File: src/rtl/bcd_counter_display.sv
// Multi-digit BCD up/down counter with prescaler, synchronous load, wrap pulse
// and registered active-low seven-segment outputs with optional leading-zero blanking.
module bcd_counter_display #(
  parameter int DIGITS   = 3,
  parameter int PRESCALE = 5_000_000
) (
  input  logic                  clk,
  input  logic                  reset,
  input  logic                  run,
  input  logic                  up,
  input  logic                  load,
  input  logic [4*DIGITS-1:0]   load_value,
  input  logic                  blank_lz,
  output logic [4*DIGITS-1:0]   bcd,
  output logic [8*DIGITS-1:0]   hex,
  output logic                  wrap
);

  localparam int PW = $clog2(PRESCALE);
  localparam logic [PW-1:0] PS_LAST = PW'(PRESCALE - 1);

  logic [PW-1:0]       prescale_cnt;
  logic                step;
  logic [4*DIGITS-1:0] next_bcd;
  logic                carry;
  logic [8*DIGITS-1:0] hex_next;
  logic                higher_zero;

  function automatic logic [4*DIGITS-1:0] saturate(input logic [4*DIGITS-1:0] v);
    logic [4*DIGITS-1:0] r;
    r = v;
    for (int i = 0; i < DIGITS; i++) begin
      if (v[4*i +: 4] > 4'd9) r[4*i +: 4] = 4'd9;
    end
    return r;
  endfunction

  function automatic logic [7:0] seg7(input logic [3:0] d);
    logic [7:0] s;
    case (d)
      4'd0:    s = 8'hC0;
      4'd1:    s = 8'hF9;
      4'd2:    s = 8'hA4;
      4'd3:    s = 8'hB0;
      4'd4:    s = 8'h99;
      4'd5:    s = 8'h92;
      4'd6:    s = 8'h82;
      4'd7:    s = 8'hF8;
      4'd8:    s = 8'h80;
      4'd9:    s = 8'h90;
      default: s = 8'hFF;
    endcase
    return s;
  endfunction

  // Prescaler is held at zero while stopped or loading, so the next step is a full period away.
  always_ff @(posedge clk) begin
    if (reset) begin
      prescale_cnt <= '0;
    end else if (load || !run) begin
      prescale_cnt <= '0;
    end else if (prescale_cnt == PS_LAST) begin
      prescale_cnt <= '0;
    end else begin
      prescale_cnt <= prescale_cnt + 1'b1;
    end
  end

  assign step = run && !load && (prescale_cnt == PS_LAST);

  // Ripple carry/borrow; a carry surviving past the top digit is exactly the wrap condition.
  always_comb begin
    next_bcd = bcd;
    carry    = 1'b1;
    for (int i = 0; i < DIGITS; i++) begin
      if (carry) begin
        if (up) begin
          if (bcd[4*i +: 4] == 4'd9) begin
            next_bcd[4*i +: 4] = 4'd0;
          end else begin
            next_bcd[4*i +: 4] = bcd[4*i +: 4] + 4'd1;
            carry = 1'b0;
          end
        end else begin
          if (bcd[4*i +: 4] == 4'd0) begin
            next_bcd[4*i +: 4] = 4'd9;
          end else begin
            next_bcd[4*i +: 4] = bcd[4*i +: 4] - 4'd1;
            carry = 1'b0;
          end
        end
      end
    end
  end

  always_ff @(posedge clk) begin
    if (reset) begin
      bcd  <= '0;
      wrap <= 1'b0;
    end else if (load) begin
      bcd  <= saturate(load_value);
      wrap <= 1'b0;
    end else if (step) begin
      bcd  <= next_bcd;
      wrap <= carry;
    end else begin
      wrap <= 1'b0;
    end
  end

  // Scan from the top digit down so higher_zero tracks "this digit and all above are zero".
  always_comb begin
    hex_next    = '1;
    higher_zero = 1'b1;
    for (int i = DIGITS - 1; i >= 0; i--) begin
      higher_zero = higher_zero && (bcd[4*i +: 4] == 4'd0);
      if (blank_lz && (i > 0) && higher_zero) begin
        hex_next[8*i +: 8] = 8'hFF;
      end else begin
        hex_next[8*i +: 8] = seg7(bcd[4*i +: 4]);
      end
    end
  end

  always_ff @(posedge clk) begin
    if (reset) begin
      hex <= '1;
    end else begin
      hex <= hex_next;
    end
  end

endmodule
File: config.mk
export PLATFORM = sky130hd
export DESIGN_NAME = bcd_counter_display
export DESIGN_NICKNAME = d
export VERILOG_FILES = /design/src/rtl/bcd_counter_display.sv
export SDC_FILE = /design/constraint.sdc
export NUM_CORES = 1
export LEC_CHECK = 0
export BUFFER_PORTS_ARGS = -buffer_cell sky130_fd_sc_hd__buf_4
export CELL_PAD_IN_SITES_DETAIL_PLACEMENT = 2
export CELL_PAD_IN_SITES_GLOBAL_PLACEMENT = 2
export CORE_ASPECT_RATIO = 0.75
export CORE_MARGIN = 5
export CORE_UTILIZATION = 35
export DETAILED_ROUTE_END_ITERATION = 10
export GPL_TIMING_DRIVEN = 0
export PLACE_DENSITY_LB_ADDON = 0.1
export SYNTH_ARGS = -nofsm -noshare
export SYNTH_HDL_FRONTEND = slang
export SYNTH_SLANG_ARGS = --single-unit
File: constraint.sdc
create_clock -name clk -period 5.99 [get_ports clk]
set_clock_uncertainty 0.1 [all_clocks]
set_input_delay 0.2995 -clock clk [delete_from_list [all_inputs] [get_ports clk]]
set_output_delay 0.2995 -clock clk [all_outputs]
set_load 0.01 [all_outputs]
==> run metrics <==
Gate power share a little under a fifth; Setup TNS 0 ns; number of CTS-inserted buffers 9; critical path arrival around 3.3 ns; final setup vio count 0; clock root buffer clkbuf_16; clk slew on worst S/H paths 0.05 ns; vias 3,158; Max clock buf depth 2; Die ar. about 0.011 mm²; Worst VDD drop approximately 0.14 mV; initial antenna violation count 0; port bufs 51; startpoint types flop; CTS tree built; n_diodes 0; Worst EP required roughly 6.1 ns; area growth from synthesis to layout 26.37%; area share of the largest cell type after synthesis 35.83%; Cell variety after synth 60; Pins Over Slew Limit 0; status finished clean; nets roughly 490; element type at the critical path end flop; final hold viol count 0; H-Tree Depth 3; Synth area leaders dfxtp_1 36%, ha_1 6.3%, nor2_1 5.4%; total design power 1.179 mW; Power Internal 856.1 µW; sequential-to-total area share from yosys stat between 30 and 40%; I/O pin count 55; routed length per placed instance roughly 19 µm; first-pass GRT wire length 18.38 mm; latest clock arrival within the worst-skew pair about 0.33 ns; post_cts resized 0; dpl ws around 2.9 ns; Synth Flop Type dfxtp_1; RSZ-0062 raised after global routing false; Post-synth ARST share 0%; gr ovfl total 0; leading area contributor after synthesis dfxtp_1; largest net degree at the start of global routing 11; Max FO, Critical Path 10; Chip Height between 90 and 100 µm; footprint of the multi-input gates between 0.0015 and 0.002 mm²; Routed Antenna Nets 0; synthesis-stage register bit count 57; max_cap viols 0; # fillers between 1,000 and 1,500; DR DRC count 0; DIE WIDTH 120.1 µm; Switching Share 27.38%; Max stage delay on crit path just under 0.6 ns; f_max approximately 0.31 GHz; crit path time final between 3 and 4 ns; post-route clock period utilization between 50% and 60%; leakage power about 1.6 nW; vias per inst ~5.5; Final GP Congestion slightly above 0.8; DR iter-0 viols approximately 140; Post-DP HPWL 8.074 mm; Hold Crit Class primary input to flop; Syn Inst Count 395; drt pass-1 iters 4; CTS Hold Bufs 0; Rows 30; crit path cell chain inv_1 -> ha_1 -> or3b_2 -> a221oi_1 -> a31oi_1 -> a2111oi_0 -> a211oi_1; Seq pwr share a little over a third; GRT Resource Usage Total roughly a fifth; Setup CP Type flop to flop; synthesized area around 0.0032 mm²; Post-synth EDFFs 0; PnR worst setup slack about 2.8 ns; vias in the first global route ~3,400; Reg area between 0.001 and 0.0015 mm²; Clock power frac between 40 and 50%; PD cells 293.0 mW/mm²; relative slew slack around 44%; Tightest Pin Transition roughly 0.84 ns; share of layout cells above drive strength 1 between 15 and 20%; WL final about 11 mm; Post-CTS Setup Inserts 0; Std-Cell Core Area between 0.008 and 0.009 mm²; Warnings, synthesis 0; Starting Density between 30% and 40%; Avg Cell Area, Syn approximately 8.1 µm²; slowest CP cell a221oi_1; clk sinks between 50 and 60; Psw about 320 µW
worst paths after layout:
| kind | start | end | slack (ns) | depth (start not counted) |
|---|---|---|---|---|
| worst min-delay path | run | prescale_cnt[2] | 0.15 | 2 |
| worst max register to register | bcd[1] | bcd[9] | 2.80 | 7 |
| worst min register to register | prescale_cnt[0] | prescale_cnt[0] | 0.39 | 1 |
| worst max-delay path | bcd[1] | bcd[9] | 2.80 | 7 |
Yosys cell counts, types with 3 or more instances:
library cell  count
nor2b_1           3
o211ai_1          3
xor2_1           17
nor2_1           46
a21oi_1          20
xnor2_1           9
clkinv_1          3
buf_4             3
nand4_1           7
a211oi_1          4
a31oi_1           5
a2111oi_0         4
a221oi_1          3
ha_1             16
nor3b_1           4
o21ai_0          26
inv_1            20
nand2_1          37
mux2i_1           4
nor4_1            5
nor3_1           13
and4_1            3
nand3_1          20
clkbuf_1         15
dfxtp_1          57
a311oi_1          3
or4_1             3
a31o_2            3
and2_1            3
power by group through the flow:
stage               clock (mW)  sequential [mW]  combinational (mW)
floorplan                    0            0.443               0.111
global placement             0            0.432               0.210
detailed placement           0            0.434               0.217
CTS                      0.545            0.426               0.224
global route             0.563            0.430               0.246
finish                   0.531            0.426               0.222
flip-flops by register name, indices dropped and copies added, names as in the netlist:
register,cells
bcd,12
wrap,1
hex,21
prescale_cnt,23
through the flow:
step	hold WS, ns	std cells	area (µm²)	utilization [%]
after global placement	0.3625	560	3715	41.41
final	0.1468	576	4024	44.85
after global routing	0.1572	576	4024	44.85
after CTS	0.1279	576	4024	44.85
after floorplan	0.3128	397	3192	-
after detailed placement	0.3998	560	3715	41.41
logic make-up after synthesis:
family	count (synthesis)	share of synthesized area [%]
other	1	0.1178
AND/OR/NAND/NOR	160	25.70
flip-flops	57	35.83
AO/OA/AOI/OAI	88	18.19
adder cells (fa/ha/maj)	16	6.287
multiplexers	4	1.257
XOR/XNOR	26	7.151
buffers and inverters	43	5.461
layer usage:
layer	global-route usage, %	vias up	wire (µm)
met5	0	-	0
met4	4.766	0	80
met3	4.335	10	369
met2	34.32	52	5319
met1	28.30	1567	5427
li1	-	1529	-
layout make-up:
type / instances / area share, %
tap: 112 / 3.483
clock inverter: 2 / 0.8706
sequential: 57 / 28.36
buffer: 20 / 2.177
multi-input combinational: 297 / 46.64
timing repair buffer: 51 / 9.515
clock buffer: 14 / 6.810
inverter: 23 / 2.146
critical path: cells and delay by family (launching register included):
| kind | cells | cell delay (ns) |
|---|---|---|
| fa+ha+maj | 1 | 0.33 |
| flops | 1 | 0.41 |
| compound gates | 4 | 1.53 |
| buf+inv | 1 | 0.19 |
| simple gates | 1 | 0.47 |
cells in the final DEF, fill, tap and decap left out, types with 7 or more instances in the layout:
cell type and count:
dfxtp_1 57, buf_4 54, nor2_1 46, nand2_1 37
o21ai_0 26, inv_1 20, a21oi_1 20, nand3_1 20
clkbuf_1 17, xor2_1 17, ha_1 16, nor3_1 13
xnor2_1 9, clkbuf_16 9, nand4_1 7
Note: power is estimated with default switching activity, not from simulation.
